## config.mk

```make
export PLATFORM = sky130hd
export DESIGN_NAME = i2c_adc_scan
export DESIGN_NICKNAME = d
export VERILOG_FILES = /design/src/rtl/i2c_adc_scan.sv
export SDC_FILE = /design/constraint.sdc
export NUM_CORES = 1
export LEC_CHECK = 0
export ABC_CLOCK_PERIOD_IN_PS = 2700
export BUFFER_PORTS_ARGS = -buffer_cell sky130_fd_sc_hd__buf_2
export CAP_MARGIN = 10
export CELL_PAD_IN_SITES_DETAIL_PLACEMENT = 1
export CELL_PAD_IN_SITES_GLOBAL_PLACEMENT = 1
export CORE_ASPECT_RATIO = 1.5
export CORE_MARGIN = 4
export CORE_UTILIZATION = 43
export CTS_CLUSTER_DIAMETER = 120
export DETAILED_ROUTE_END_ITERATION = 10
export PLACE_DENSITY = 0.77
export SETUP_SLACK_MARGIN = 0.4
export SLEW_MARGIN = 5
export SYNTH_ARGS = -nofsm -noshare
export SYNTH_HDL_FRONTEND = slang
export SYNTH_SLANG_ARGS = --single-unit
export TNS_END_PERCENT = 30
```

## constraint.sdc

```tcl
create_clock -name sys_clk -period 2.7 [get_ports sys_clk]
set_input_delay 0.27 -clock sys_clk [delete_from_list [all_inputs] [get_ports sys_clk]]
set_output_delay 0.27 -clock sys_clk [all_outputs]
set_load 0.01 [all_outputs]
```

## src/rtl/i2c_adc_scan.sv

```systemverilog
// ---------------------------------------------------------------------------
// i2c_adc_scan
// Scans a set of ADC channels over an I2C byte engine. For each enabled
// channel it writes the channel-select config byte, then reads back a 16-bit
// word and reports the DATA_W-bit field at LSB_POS. A slave NACK during the
// address/config phase aborts that channel with a STOP and an err strobe.
// Optionally repeats the scan after SCAN_GAP idle cycles.
//
// Ports
//   sys_clk, sys_rst     clock, asynchronous active-high reset
//   start                one-cycle scan request (ignored while busy or mask=0)
//   cont_en              level; repeat scans while high
//   ch_mask[NUM_CH]      channel enable mask, latched at scan start
//   busy                 scan in progress
//   res_data/res_ch      conversion result and its channel, qualified by res_vld
//   err/err_ch           one-cycle NACK strobe and the offending channel
//   i2c_cmd/_vld/_wr_data  command to the byte engine
//   i2c_rd_data/_done/_nack response from the byte engine
// ---------------------------------------------------------------------------
module i2c_adc_scan #(
    parameter int         NUM_CH   = 4,
    parameter int         DATA_W   = 12,
    parameter int         LSB_POS  = 4,
    parameter logic [6:0] DEV_ID   = 7'h48,
    parameter logic [7:0] PTR_ADDR = 8'h01,
    parameter logic [7:0] CH_BASE  = 8'h40,
    parameter int         SCAN_GAP = 1000,
    localparam int        CH_W     = (NUM_CH > 1) ? $clog2(NUM_CH) : 1
) (
    input  logic              sys_clk,
    input  logic              sys_rst,
    input  logic              start,
    input  logic              cont_en,
    input  logic [NUM_CH-1:0] ch_mask,
    output logic              busy,
    output logic [DATA_W-1:0] res_data,
    output logic [CH_W-1:0]   res_ch,
    output logic              res_vld,
    output logic              err,
    output logic [CH_W-1:0]   err_ch,
    output logic [4:0]        i2c_cmd,
    output logic              i2c_cmd_vld,
    output logic [7:0]        i2c_wr_data,
    input  logic [7:0]        i2c_rd_data,
    input  logic              i2c_done,
    input  logic              i2c_nack
);

    localparam logic [4:0] CMD_START = 5'b00001;
    localparam logic [4:0] CMD_WRITE = 5'b00010;
    localparam logic [4:0] CMD_READ  = 5'b00100;
    localparam logic [4:0] CMD_STOP  = 5'b01000;
    localparam logic [4:0] CMD_ACK   = 5'b10000;

    localparam int              GAP_W    = (SCAN_GAP > 1) ? $clog2(SCAN_GAP) : 1;
    localparam logic [GAP_W-1:0] GAP_LAST = GAP_W'(SCAN_GAP - 1);

    typedef enum logic [2:0] {IDLE, ISSUE, WAIT, NEXT, ABORT, GAP} state_t;

    state_t              r_state;
    state_t              w_state_nxt;

    logic [NUM_CH-1:0]   r_mask;
    logic [CH_W-1:0]     r_ch;
    logic [2:0]          r_b;
    logic [7:0]          r_hi;
    logic [7:0]          r_lo;
    logic [GAP_W-1:0]    r_gap_cnt;

    logic                r_busy;
    logic [DATA_W-1:0]   r_res_data;
    logic [CH_W-1:0]     r_res_ch;
    logic                r_res_vld;
    logic                r_err;
    logic [CH_W-1:0]     r_err_ch;
    logic [4:0]          r_cmd;
    logic                r_cmd_vld;
    logic [7:0]          r_wr_data;

    logic                w_first_found;
    logic [CH_W-1:0]     w_first_ch;
    logic                w_next_found;
    logic [CH_W-1:0]     w_next_ch;
    logic [4:0]          w_cmd;
    logic [7:0]          w_wr_data;
    logic                w_nack_abort;

    // Result field extraction from the assembled {hi, lo} read word.
    function automatic logic [DATA_W-1:0] f_extract(input logic [15:0] word);
        return word[LSB_POS +: DATA_W];
    endfunction

    assign busy        = r_busy;
    assign res_data    = r_res_data;
    assign res_ch      = r_res_ch;
    assign res_vld     = r_res_vld;
    assign err         = r_err;
    assign err_ch      = r_err_ch;
    assign i2c_cmd     = r_cmd;
    assign i2c_cmd_vld = r_cmd_vld;
    assign i2c_wr_data = r_wr_data;

    // NACKs only abort during the address/config bytes; read-phase NACKs are
    // treated as normal completions.
    assign w_nack_abort = i2c_nack && (r_b <= 3'd3);

    // Lowest set bit of the live mask (scan start / rescan after the gap) and
    // lowest set bit of the latched mask strictly above the current channel.
    // Descending loops so the last hit is the lowest index.
    always_comb begin
        w_first_found = 1'b0;
        w_first_ch    = '0;
        w_next_found  = 1'b0;
        w_next_ch     = '0;
        for (int i = NUM_CH - 1; i >= 0; i--) begin
            if (ch_mask[i]) begin
                w_first_found = 1'b1;
                w_first_ch    = i[CH_W-1:0];
            end
            if (r_mask[i] && (i > int'(r_ch))) begin
                w_next_found = 1'b1;
                w_next_ch    = i[CH_W-1:0];
            end
        end
    end

    // Command and write byte for the current byte index.
    always_comb begin
        w_cmd     = CMD_READ | CMD_STOP;
        w_wr_data = 8'h00;
        case (r_b)
            3'd0: begin
                w_cmd     = CMD_START | CMD_WRITE;
                w_wr_data = {DEV_ID, 1'b0};
            end
            3'd1: begin
                w_cmd     = CMD_WRITE;
                w_wr_data = PTR_ADDR;
            end
            3'd2: begin
                w_cmd     = CMD_WRITE | CMD_STOP;
                w_wr_data = CH_BASE | {{(8-CH_W){1'b0}}, r_ch};
            end
            3'd3: begin
                w_cmd     = CMD_START | CMD_WRITE;
                w_wr_data = {DEV_ID, 1'b1};
            end
            3'd4: begin
                w_cmd     = CMD_READ | CMD_ACK;
                w_wr_data = 8'h00;
            end
            default: begin
                w_cmd     = CMD_READ | CMD_STOP;
                w_wr_data = 8'h00;
            end
        endcase
    end

    always_ff @(posedge sys_clk or posedge sys_rst) begin
        if (sys_rst) begin
            r_state <= IDLE;
        end else begin
            r_state <= w_state_nxt;
        end
    end

    always_comb begin
        w_state_nxt = r_state;
        case (r_state)
            IDLE: begin
                if (start && (|ch_mask)) begin
                    w_state_nxt = ISSUE;
                end
            end
            ISSUE: begin
                w_state_nxt = WAIT;
            end
            WAIT: begin
                if (i2c_done) begin
                    if (w_nack_abort) begin
                        w_state_nxt = ABORT;
                    end else if (r_b == 3'd5) begin
                        w_state_nxt = NEXT;
                    end else begin
                        w_state_nxt = ISSUE;
                    end
                end
            end
            ABORT: begin
                if (i2c_done) begin
                    w_state_nxt = NEXT;
                end
            end
            NEXT: begin
                if (w_next_found) begin
                    w_state_nxt = ISSUE;
                end else if (cont_en) begin
                    w_state_nxt = GAP;
                end else begin
                    w_state_nxt = IDLE;
                end
            end
            GAP: begin
                if (!cont_en) begin
                    w_state_nxt = IDLE;
                end else if (r_gap_cnt == GAP_LAST) begin
                    w_state_nxt = w_first_found ? ISSUE : IDLE;
                end
            end
            default: begin
                w_state_nxt = IDLE;
            end
        endcase
    end

    always_ff @(posedge sys_clk or posedge sys_rst) begin
        if (sys_rst) begin
            r_mask     <= '0;
            r_ch       <= '0;
            r_b        <= '0;
            r_hi       <= '0;
            r_lo       <= '0;
            r_gap_cnt  <= '0;
            r_busy     <= 1'b0;
            r_res_data <= '0;
            r_res_ch   <= '0;
            r_res_vld  <= 1'b0;
            r_err      <= 1'b0;
            r_err_ch   <= '0;
            r_cmd      <= '0;
            r_cmd_vld  <= 1'b0;
            r_wr_data  <= '0;
        end else begin
            r_res_vld <= 1'b0;
            r_err     <= 1'b0;
            r_cmd_vld <= 1'b0;
            case (r_state)
                IDLE: begin
                    if (start && (|ch_mask)) begin
                        r_mask <= ch_mask;
                        r_ch   <= w_first_ch;
                        r_b    <= '0;
                        r_busy <= 1'b1;
                    end
                end
                ISSUE: begin
                    r_cmd_vld <= 1'b1;
                    r_cmd     <= w_cmd;
                    r_wr_data <= w_wr_data;
                end
                WAIT: begin
                    if (i2c_done) begin
                        if (w_nack_abort) begin
                            // The STOP goes out on the same edge as err; the
                            // NACKed command is already complete.
                            r_err     <= 1'b1;
                            r_err_ch  <= r_ch;
                            r_cmd_vld <= 1'b1;
                            r_cmd     <= CMD_STOP;
                            r_wr_data <= 8'h00;
                        end else if (r_b == 3'd5) begin
                            // Low byte arrives now, so build the result from
                            // the live read data rather than waiting for r_lo.
                            r_lo       <= i2c_rd_data;
                            r_res_vld  <= 1'b1;
                            r_res_data <= f_extract({r_hi, i2c_rd_data});
                            r_res_ch   <= r_ch;
                        end else begin
                            if (r_b == 3'd4) begin
                                r_hi <= i2c_rd_data;
                            end
                            r_b <= r_b + 3'd1;
                        end
                    end
                end
                NEXT: begin
                    r_gap_cnt <= '0;
                    if (w_next_found) begin
                        r_ch <= w_next_ch;
                        r_b  <= '0;
                    end else if (!cont_en) begin
                        r_busy <= 1'b0;
                    end
                end
                GAP: begin
                    if (!cont_en) begin
                        r_busy <= 1'b0;
                    end else if (r_gap_cnt == GAP_LAST) begin
                        if (w_first_found) begin
                            r_mask <= ch_mask;
                            r_ch   <= w_first_ch;
                            r_b    <= '0;
                        end else begin
                            r_busy <= 1'b0;
                        end
                    end else begin
                        r_gap_cnt <= r_gap_cnt + 1'b1;
                    end
                end
                default: begin
                end
            endcase
        end
    end

endmodule

```

==> out/results.ini <==
[run_status]
run_status = finished, final reports clean

[critical_path]
cp_max_fo = 6
crit_family = simple AND/OR/NAND/NOR gates
end_kind = flop
cp.buffers_inverters = 0
critical_path_class = reg2reg
cp-start-kind = flop
slowest_delay_ns = 0.50
critical_path.slowest_cell = or3_2
required_ns = 2.92
path_depth = 5
reg2reg_depth = 5
cp_cell_sequence = or3b_4, or3_2, o21ai_0, nand2_1, mux2_2
cp.arrival_ns = 2.39

[global_route]
grt_pass1_vias = 2426
grt_pass1_wl_um = 11390
antenna_found_initial = 0
grt_max_degree = 35
globalRouteOverflowTotal = 0
groute.usage.overall = 0.1865

[route]
ant_nets = 0
drt_iter0_drc = 99
routed_wl_um = 6792
dr.pass1.iters = 4
post_drt_wl_per_cell_um = 16.69
viasPerCell = 5.445
dr_total_vias = 2216
drc = 0

[cts]
cts-resized-gates = 0
cts_hold_buffers = 0
cts_tree = done
cts_inserted_buffers = 9
cts_setup_buffers = 0
h-tree-depth = 3
cts_buffer_depth = 2
clk_root_buffer_cell = clkbuf_8
clk_pin_slew_ns = 0.07
clock-sinks = 58
clock_latency_ns = 0.34

[layout]
fin_area_um2 = 3478
fillers = 739
diodes = 0
drive_above_1_share = 0.3414
fin_util = 0.5363
area_growth_pct = 21.88
nets = 350
fin_cells = 407

[synthesis]
synth.most_common_cell = dfrtp_1
yosysTopAreaCellShare = 0.5085
yosysWarnings = 0
ys.flop_type = dfrtp_1
syn_area_um2 = 2854
synthTopCellsByArea = dfrtp_1 51%, mux2_2 11%, o21ai_0 3.9%, nand2_1 3.6%, ha_1 2.6%
ys_async_sr_fraction = 1.000
synth-seq-cells = 58
synth_edf_count = 0
yosysSeqAreaShare = 0.5085
yosys.area.top_type = dfrtp_1
synthDistinctLibCells = 50
netlist_instances = 267
ys_top_cells_by_count = 58 x dfrtp_1, 28 x mux2_2, 27 x nand2_1
syn_avg_cell_area_um2 = 10.69

[sta]
slew_viol_final = 0
rsz0062_at_grt = false
setup_tns_ns = 0
min_period_over_period = 0.8038
hold_violations = 0
setup_ws_ns = 0.5298
max_freq_ghz = 0.4608
finalClockSkew_ns = 0.008250
finalSetupViolCount = 0
slew_headroom = 0.5196
worstMarginPinSlew_ns = 0.7195
hold_slack_ns = 0.04048
layout_min_cycle_time_ns = 2.170

[place]
io_buffers = 47
dp_slack_ns = 0.4280
dp_hpwl_um = 5168
place_area_um2 = 3204
gp_congestion = 0.8196
dp_cells = 391

[power]
finalPower_mw = 3.265
peakVddDrop_mv = 0.3539
power_density_nw_per_um2 = 938.8
leakagePower_nw = 1.705

[floorplan]
num_rows = 36
initial_core_util = 0.4400
dieHeight_um = 107.8
core_um2 = 6486
die_area_um2 = 8032
io_pins = 51
die_w_um = 74.52

[hold_path]
hold_path_class = in2async

[job]
cap_viol_max_count = 0

[sequential cells by signal (all words and copies together), names as in the netlist]
signal       flops
busy             1
err              1
err_ch           2
i2c_cmd          5
i2c_cmd_vld      1
i2c_wr_data      4
r_b              3
r_ch             2
r_gap_cnt       10
r_hi             8
r_mask           3
r_state          3
res_ch           2
res_data        12
res_vld          1
[metal layers]
layer / global-route usage / part of all wire / wire [um]
met1: 0.1910 / 0.37 / 2536
met3: 0.05234 / 0.044 / 300
met5: 0 / 0 / 0
met2: 0.3478 / 0.56 / 3834
met4: 0.06489 / 0.018 / 121
[worst register-to-register path, delay by kind of cell, from the launching register on]
family | cells | cell delay [ns]
multiplexers | 1 | 0.30
AO/OA/AOI/OAI | 1 | 0.23
AND/OR/NAND/NOR | 3 | 1.10
flip-flops | 1 | 0.44
[cell families (layout without fill, tap and decap cells)]
group,Yosys count,count (layout),synth area share
adder cells (fa/ha/maj),6,6,0.02630
flip-flops,58,58,0.5085
AO/OA/AOI/OAI,56,56,0.1228
XOR/XNOR,8,8,0.02455
buffers and inverters,25,87,0.04033
other,1,3,0.001314
AND/OR/NAND/NOR,80,80,0.1442
multiplexers,33,33,0.1320
[path summary, 6_finish.rpt]
| path | endpoint | slack (ns) | start |
|---|---|---|---|
| setup / recovery | r_mask[3]$_DFFE_PP0P_ | 0.53 | r_gap_cnt[3]$_DFFE_PP0P_ |
| hold / removal | res_data[11]$_DFFE_PP0P_ | 0.04 | sys_rst |
| setup reg to reg | r_mask[3]$_DFFE_PP0P_ | 0.53 | r_gap_cnt[3]$_DFFE_PP0P_ |
| hold reg to reg | i2c_cmd[0]$_DFFE_PP0P_ | 0.48 | i2c_cmd[0]$_DFFE_PP0P_ |
| max in group asynchronous | i2c_wr_data[1]$_DFFE_PP0P_ | 1.98 | sys_rst |
| min in group sys_clk | res_data[1]$_DFFE_PP0P_ | 0.17 | i2c_rd_data[5] |
[power breakdown]
part           switching, mW  leakage (nW)  total (mW)  internal [mW]
combinational          0.521         0.810       0.981          0.460
sequential             0.183         0.766        1.22           1.03
clock                  0.361         0.129        1.07          0.706
[final cells by class]
type | count | area, um^2 | share of cell area
sequential | 58 | 1451 | 0.4173
multi-input combinational | 186 | 1304 | 0.3748
clock buffer | 9 | 123.9 | 0.03561
timing repair buffer | 57 | 310.3 | 0.08921
inverter | 14 | 52.55 | 0.01511
clock inverter | 7 | 141.4 | 0.04065
tap | 76 | 95.09 | 0.02734
[cell usage in the layout (no fill, tap or decap), drive strengths merged, types with 2 or more instances in the layout]
cell type	instances
a211oi	5
a21o	3
a21oi	8
a2bb2oi	2
a31oi	2
buf	57
bufinv	4
clkbuf	9
clkinv	2
conb	3
dfrtp	58
ha	6
inv	14
mux2	31
mux2i	2
nand2	27
nand2b	4
nand3	5
nand4	3
nor2	19
nor2b	5
nor3	7
o21a	2
o21ai	22
o22ai	2
o31ai	2
xnor2	7
No activity file was read; power rests on OpenSTA's default activity.
